## src/rtl/tdm_demultiplexer_pkg.sv

```systemverilog
// Shared TDM definitions: FSM state encodings, slot-width helper and default sizing,
// common to the TDM transmit and receive blocks.
package tdm_demultiplexer_pkg;

   localparam int DEF_N_CH = 4;
   localparam int DEF_W    = 8;

   localparam logic [0:0] ST_HUNT   = 1'b0;
   localparam logic [0:0] ST_LOCKED = 1'b1;

   // A single channel still needs a 1-bit slot register.
   function automatic int slot_w(input int n);
      return (n <= 1) ? 1 : $clog2(n);
   endfunction

endpackage

```

## src/rtl/tdm_demultiplexer_if.sv

```systemverilog
// Sample-stream input and demultiplexed channel outputs of the TDM receiver.
interface tdm_demultiplexer_if #(
   parameter int N_CH = tdm_demultiplexer_pkg::DEF_N_CH,
   parameter int W    = tdm_demultiplexer_pkg::DEF_W
);
   logic [W-1:0]      din;
   logic              din_valid;
   logic              frame_sync;
   logic [N_CH*W-1:0] ch_data;
   logic [N_CH-1:0]   ch_valid;
   logic              frame_done;
   logic              sync_err;
   logic              locked;

   modport master (
      output din, din_valid, frame_sync,
      input  ch_data, ch_valid, frame_done, sync_err, locked
   );

   modport slave (
      input  din, din_valid, frame_sync,
      output ch_data, ch_valid, frame_done, sync_err, locked
   );
endinterface

```

## src/rtl/tdm_demultiplexer_slot_counter.sv

```systemverilog
// Modulo-N_CH slot counter: sync clear, load-to-1 (0 when N_CH=1), increment, terminal count.
module tdm_slot_counter
   import tdm_demultiplexer_pkg::*;
#(
   parameter int N_CH = DEF_N_CH,
   parameter int SW   = slot_w(N_CH)
) (
   input  logic          clk,
   input  logic          rst,
   input  logic          clr,
   input  logic          load1,
   input  logic          inc,
   output logic [SW-1:0] slot,
   output logic          tc
);

   assign tc = (slot == SW'(N_CH - 1));

   always_ff @(posedge clk) begin
      if (rst || clr)
         slot <= '0;
      else if (load1)
         slot <= (N_CH == 1) ? '0 : SW'(1);
      else if (inc)
         slot <= tc ? '0 : slot + SW'(1);
   end

endmodule

```

## src/rtl/tdm_demultiplexer.sv

```systemverilog
// TDM receive end: locks onto the frame marker and steers each sample to its channel register.
module tdm_demultiplexer
   import tdm_demultiplexer_pkg::*;
#(
   parameter int N_CH = DEF_N_CH,
   parameter int W    = DEF_W
) (
   input logic                clk,
   input logic                rst,
   tdm_demultiplexer_if.slave bus
);

   localparam int SW = slot_w(N_CH);

   logic [0:0]            state, state_nxt;
   logic [SW-1:0]         slot, wr_slot;
   logic                  slot_tc;
   logic                  wr_en, err, cnt_clr, cnt_load1, cnt_inc;
   logic [N_CH-1:0]       wr_vec;
   logic [N_CH-1:0][W-1:0] ch_reg;
   logic [N_CH-1:0]       ch_valid_q;
   logic                  frame_done_q, sync_err_q;

   tdm_slot_counter #(.N_CH(N_CH), .SW(SW)) u_slot (
      .clk   (clk),
      .rst   (rst),
      .clr   (cnt_clr),
      .load1 (cnt_load1),
      .inc   (cnt_inc),
      .slot  (slot),
      .tc    (slot_tc)
   );

   // Any marked sample is a slot-0 write, whether it starts, continues or resyncs a frame.
   always_comb begin
      state_nxt = state;
      wr_en     = 1'b0;
      wr_slot   = '0;
      err       = 1'b0;
      cnt_clr   = 1'b0;
      cnt_load1 = 1'b0;
      cnt_inc   = 1'b0;
      if (bus.din_valid) begin
         if (bus.frame_sync) begin
            wr_en     = 1'b1;
            err       = (state == ST_LOCKED) && (slot != '0);
            cnt_load1 = 1'b1;
            state_nxt = ST_LOCKED;
         end else if (state == ST_LOCKED) begin
            if (slot != '0) begin
               wr_en   = 1'b1;
               wr_slot = slot;
               cnt_inc = 1'b1;
            end else begin
               err       = 1'b1;
               cnt_clr   = 1'b1;
               state_nxt = ST_HUNT;
            end
         end
      end
   end

   always_comb begin
      wr_vec = '0;
      for (int unsigned k = 0; k < N_CH; k++)
         wr_vec[k] = wr_en && (wr_slot == SW'(k));
   end

   always_ff @(posedge clk) begin
      if (rst) begin
         state        <= ST_HUNT;
         ch_reg       <= '0;
         ch_valid_q   <= '0;
         frame_done_q <= 1'b0;
         sync_err_q   <= 1'b0;
      end else begin
         state        <= state_nxt;
         ch_valid_q   <= wr_vec;
         frame_done_q <= wr_en && (wr_slot == SW'(N_CH - 1));
         sync_err_q   <= err;
         for (int unsigned k = 0; k < N_CH; k++)
            if (wr_vec[k]) ch_reg[k] <= bus.din;
      end
   end

   assign bus.ch_data    = ch_reg;
   assign bus.ch_valid   = ch_valid_q;
   assign bus.frame_done = frame_done_q;
   assign bus.sync_err   = sync_err_q;
   assign bus.locked     = (state == ST_LOCKED);

endmodule
```

## src/flat_wrapper.sv

```systemverilog
// flat-port wrapper written by rule: the top's interface ports become plain ports
module tdm_demultiplexer_flat import tdm_demultiplexer_pkg::*;
#(
   parameter int N_CH = DEF_N_CH,
   parameter int W    = DEF_W
)
  (clk, rst, bus_din, bus_din_valid, bus_frame_sync, bus_ch_data, bus_ch_valid, bus_frame_done, bus_sync_err, bus_locked);
  tdm_demultiplexer_if #(.N_CH(N_CH), .W(W)) bus_i ();
  input logic clk;
  input logic rst;
  input wire logic [$bits(bus_i.din)-1:0] bus_din;
  input wire logic [$bits(bus_i.din_valid)-1:0] bus_din_valid;
  input wire logic [$bits(bus_i.frame_sync)-1:0] bus_frame_sync;
  output wire logic [$bits(bus_i.ch_data)-1:0] bus_ch_data;
  output wire logic [$bits(bus_i.ch_valid)-1:0] bus_ch_valid;
  output wire logic [$bits(bus_i.frame_done)-1:0] bus_frame_done;
  output wire logic [$bits(bus_i.sync_err)-1:0] bus_sync_err;
  output wire logic [$bits(bus_i.locked)-1:0] bus_locked;
  assign bus_i.din = bus_din;
  assign bus_i.din_valid = bus_din_valid;
  assign bus_i.frame_sync = bus_frame_sync;
  assign bus_ch_data = bus_i.ch_data;
  assign bus_ch_valid = bus_i.ch_valid;
  assign bus_frame_done = bus_i.frame_done;
  assign bus_sync_err = bus_i.sync_err;
  assign bus_locked = bus_i.locked;
  tdm_demultiplexer #(.N_CH(N_CH), .W(W)) u_core (.clk(clk), .rst(rst), .bus(bus_i));
endmodule
```

## config.mk

```make
export PLATFORM = sky130hd
export DESIGN_NAME = tdm_demultiplexer_flat
export DESIGN_NICKNAME = d
export VERILOG_FILES = /design/src/rtl/tdm_demultiplexer_pkg.sv /design/src/rtl/tdm_demultiplexer_if.sv /design/src/rtl/tdm_demultiplexer_slot_counter.sv /design/src/rtl/tdm_demultiplexer.sv /design/src/flat_wrapper.sv
export SDC_FILE = /design/constraint.sdc
export NUM_CORES = 1
export LEC_CHECK = 0
export CELL_PAD_IN_SITES_DETAIL_PLACEMENT = 0
export CELL_PAD_IN_SITES_GLOBAL_PLACEMENT = 1
export CORE_ASPECT_RATIO = 0.9
export CORE_UTILIZATION = 36
export DETAILED_ROUTE_END_ITERATION = 12
export PLACE_DENSITY_LB_ADDON = 0.1
export SLEW_MARGIN = 20
export SYNTH_ARGS = -nofsm -noshare
export SYNTH_HDL_FRONTEND = slang
export SYNTH_HIERARCHICAL = 1
export SYNTH_SLANG_ARGS = --single-unit
```

## constraint.sdc

```tcl
create_clock -name clk -period 3.25 [get_ports clk]
set_clock_uncertainty 0.2 [all_clocks]
set_input_delay 0.325 -clock clk [delete_from_list [all_inputs] [get_ports clk]]
set_output_delay 0.325 -clock clk [all_outputs]
set_load 0.01 [all_outputs]
```

==> impl.org <==
** Global route
- Remaining global-route overflow :: 0
- Entering global routing, the biggest net connects 39 pins.
- The via count of the first global-routing pass came to 1170.
- The initial antenna violation count was 0.
- The first global-routing pass estimated 5.65 mm of wire.
- GR Util All Layers :: 0.163

** Final layout
- Fraction of layout instances using a drive strength above 1 :: 0.0683
- Total non-filler cell area in the finished layout :: 0.00218 mm2
- Registers take 801 um2.
- After the flow finishes, the layout carries non-filler instances totaling 253.
- After filler insertion, the fill cell instance count of the layout stands at between 300 and 400.
- Area Overhead vs Synth :: 39.3%
- The repair_antennas step left the layout with diodes totalling 0.
- Most common cell after layout, fill and taps aside :: clkdlybuf4s50_1
- The library cells used most frequently in the layout, excluding fill and tap cells, are clkdlybuf4s50_1, dfxtp_1, nand2b_1, mux2i_1, nand2_1.
- The net count of the finished layout is 217.
- Multi-input combinational cell area :: around 710 um2

** Clock network
- Number of gates resized after CTS :: 0
- Total setup buffers inserted after CTS :: 0
- TritonCTS created 5 clock buffers.
- Hold repair after CTS inserted 0 buffers.
- Clock Tree Buf Depth :: 2
- CTS built an H-tree with a depth of 2.
- After clock tree synthesis, the clock-pin slew on the worst setup and hold paths is 0.07 ns.
- CTS root buffer :: clkbuf_8
- CTS sink count :: 40
- TritonCTS clock tree :: done
- For the worst-skew pair, the clock arrives at the later sink with an insertion delay of 0.28 ns.

** Worst setup path
- Crit. End Element :: flop
- Data arrival time at the worst-slack endpoint :: 2.09 ns
- Type of element launching the critical path :: input port
- Type of the worst setup path :: input port to flop
- Internal reg-to-reg setup slack :: approximately 1.4 ns
- Of all nets on the critical path, the largest fanout is 9.
- R2r endpoint :: u_core/bus.ch_data[12]$_SDFFE_PP0P_
- Critical path data required time :: 3.26 ns
- The worst register-to-register path has a depth of 3.
- Start of the worst register-to-register path :: u_core/bus.locked$_SDFFE_PP0P_
- In this run the worst setup path begins at bus_din_valid.

** Synth
- Counting flops and latches in the post-synthesis netlist gives 40.
- For this run, the leading register cell type out of synthesis is dfxtp_1.
- Fraction of registers with async set/reset :: 0
- The mapped netlist covers 0.00157 mm2.
- In this run, synthesis inferred 0 flip-flops with an integrated enable.
- The number of nets in the synthesized netlist is between 150 and 200.
- Number of instances in the synthesized netlist :: between 150 and 200
- The synthesized netlist contains 22 unique library cells.
- The share of the Yosys chip area taken by registers is 0.511.
- Total number of yosys warnings :: 6
- A synthesized cell averages 10.1 um2.

** Timing
- Final-layout setup total negative slack :: 0 ns
- Max frequency :: about 480 MHz
- Setup violations remaining at the end of the flow were counted as 0.
- Post-layout min period :: 2.07 ns
- Final number of hold-violating endpoints :: 0
- Across all hold checks on the routed design, the worst slack comes to 0.256 ns.
- Setup repair after global routing left no endpoint under its margin.
- Max Slew Vio Count :: 0
- Worst Tran Pin Value :: 0.940 ns
- Final worst-path cycle share :: 0.638
- In this run the tightest slew margin relative to its limit is 0.371.

** Pwr
- IR analysis of the VDD net gives a maximum drop of between 200 and 250 uV.
- Leakage power figure :: 0.000885 uW
- PwrDens :: 416 mW/mm2
- Total Power :: 907 uW

** Placed design
- Placed instance area :: 0.00209 mm2
- Counting tap cells, the placed design contains a total of 245 instances.
- Buffers added on ports :: 50
- At the end of routability-driven placement, the weighted congestion stood at 0.757.
- Half-perimeter wire length after placement :: 2.51 mm

** Floorplanning
- Starting utilization of the core area :: 0.379
- Measured along the y axis, the die boundary spans ~65 um.
- Site row count :: 22
- For this design the top-level I/O count stands at around 50.
- Die W :: 71.5 um
- The floorplan step defined a core boundary enclosing 0.00413 mm2.
- The die covers 0.00462 mm2.

** Route
- Post-route ant nets :: 0
- Post-detailed-route wirelength per cell :: 13.9 um
- Detailed Route WL :: 3.53 mm
- Across all layers, the routed design uses 1217 vias.
- Post-route DRC violation count :: 0
- For this block, the initial DRC count from the detailed router was ~40.
- Vias per cell :: slightly below 5
- The first TritonRoute pass finished after 3 iterations.

** Min path
- Terminating pin of the worst hold path :: u_core/bus.ch_data[7]$_SDFFE_PP0P_
- Worst Hold Launch :: u_core/bus.ch_data[7]$_SDFFE_PP0P_
- The worst hold path belongs to the class flop to flop.
- Hold path depth :: 2

** Run status
- Run status :: finished, final reports clean

** Run
- Max Cap Violations :: 0
==> metal layers <==
| metal | vias to the layer above | GRT usage | wire (um) |
|---|---|---|---|
| li1 | 607 | - | - |
| met1 | 572 | 0.193 | 1610 |
| met2 | 33 | 0.276 | 1670 |
| met3 | 5 | 0.0498 | 205 |
| met4 | 0 | 0.0662 | 40 |
| met5 | - | 0 | 0 |
==> critical path: stages <==
cell and delay [ns]:
clkdlybuf4s50_1 0.58, nand3b_4 0.13, nor3b_2 0.79, mux2i_1 0.27
==> flip-flops by register name (all words and copies together), names as in the netlist <==
name,cells
u_core/bus.ch_data,32
u_core/bus.ch_valid,4
u_core/u_slot/slot,2
u_core/bus.locked,1
u_core/bus.sync_err,1
==> power breakdown <==
| part | leakage [uW] | switching (uW) | internal (uW) |
|---|---|---|---|
| Combinational | 0.000510 | 32.9 | 39.1 |
| Sequential | 0.000324 | 5.38 | 497 |
| Clock | 0.0000510 | 164 | 169 |
| Total | 0.000885 | 202 | 706 |
==> through the flow <==
| stage | setup WS [ns] | util |
|---|---|---|
| after global routing | 1.04 | 0.528 |
| final | 1.18 | 0.528 |
| after floorplan | 1.79 | - |
| after CTS | 1.16 | 0.530 |
| after detailed placement | 0.859 | 0.507 |
| after global placement | 0.933 | 0.507 |
==> area by class of cell <==
type,instances,area share
clock buffers,6,0.0378
clock inverters,2,0.00459
inverters,1,0.00172
multi-input cells,104,0.327
flip-flops and latches,40,0.367
well taps,48,0.0275
repair buffers,52,0.234
==> cells in the mapped netlist (all sizes together) (2+ instances only) <==
cell / n / share of area
mux2i: 25 / 0.16
clkbuf: 5 / 0.012
dfxtp: 40 / 0.51
a21oi: 9 / 0.029
nand2: 18 / 0.043
nor3b: 2 / 0.0096
nor2: 6 / 0.014
nor2b: 2 / 0.0080
buf: 5 / 0.022
nand2b: 32 / 0.13
nor3: 2 / 0.0064
==> worst max-delay path by stage <==
stage	end	slack [ns]
floorplan	u_core/bus.ch_data[16]$_SDFFE_PP0P_	1.79
global placement	u_core/bus.ch_data[8]$_SDFFE_PP0P_	0.93
detailed placement	u_core/bus.ch_data[12]$_SDFFE_PP0P_	0.86
CTS	u_core/bus.ch_data[12]$_SDFFE_PP0P_	1.16
global route	u_core/bus.ch_data[9]$_SDFFE_PP0P_	1.04
finish	u_core/bus.ch_data[12]$_SDFFE_PP0P_	1.18
==> cells by family after synthesis <==
| kind of cell | Yosys count | synth area share |
|---|---|---|
| buffers and inverters | 11 | 0.0359 |
| XOR/XNOR | 1 | 0.00559 |
| adder cells (fa/ha/maj) | 1 | 0.00799 |
| multiplexers | 25 | 0.160 |
| flip-flops | 40 | 0.511 |
| AO/OA/AOI/OAI | 11 | 0.0407 |
| AND/OR/NAND/NOR | 66 | 0.239 |
Note: power is estimated with default switching activity, not from simulation.
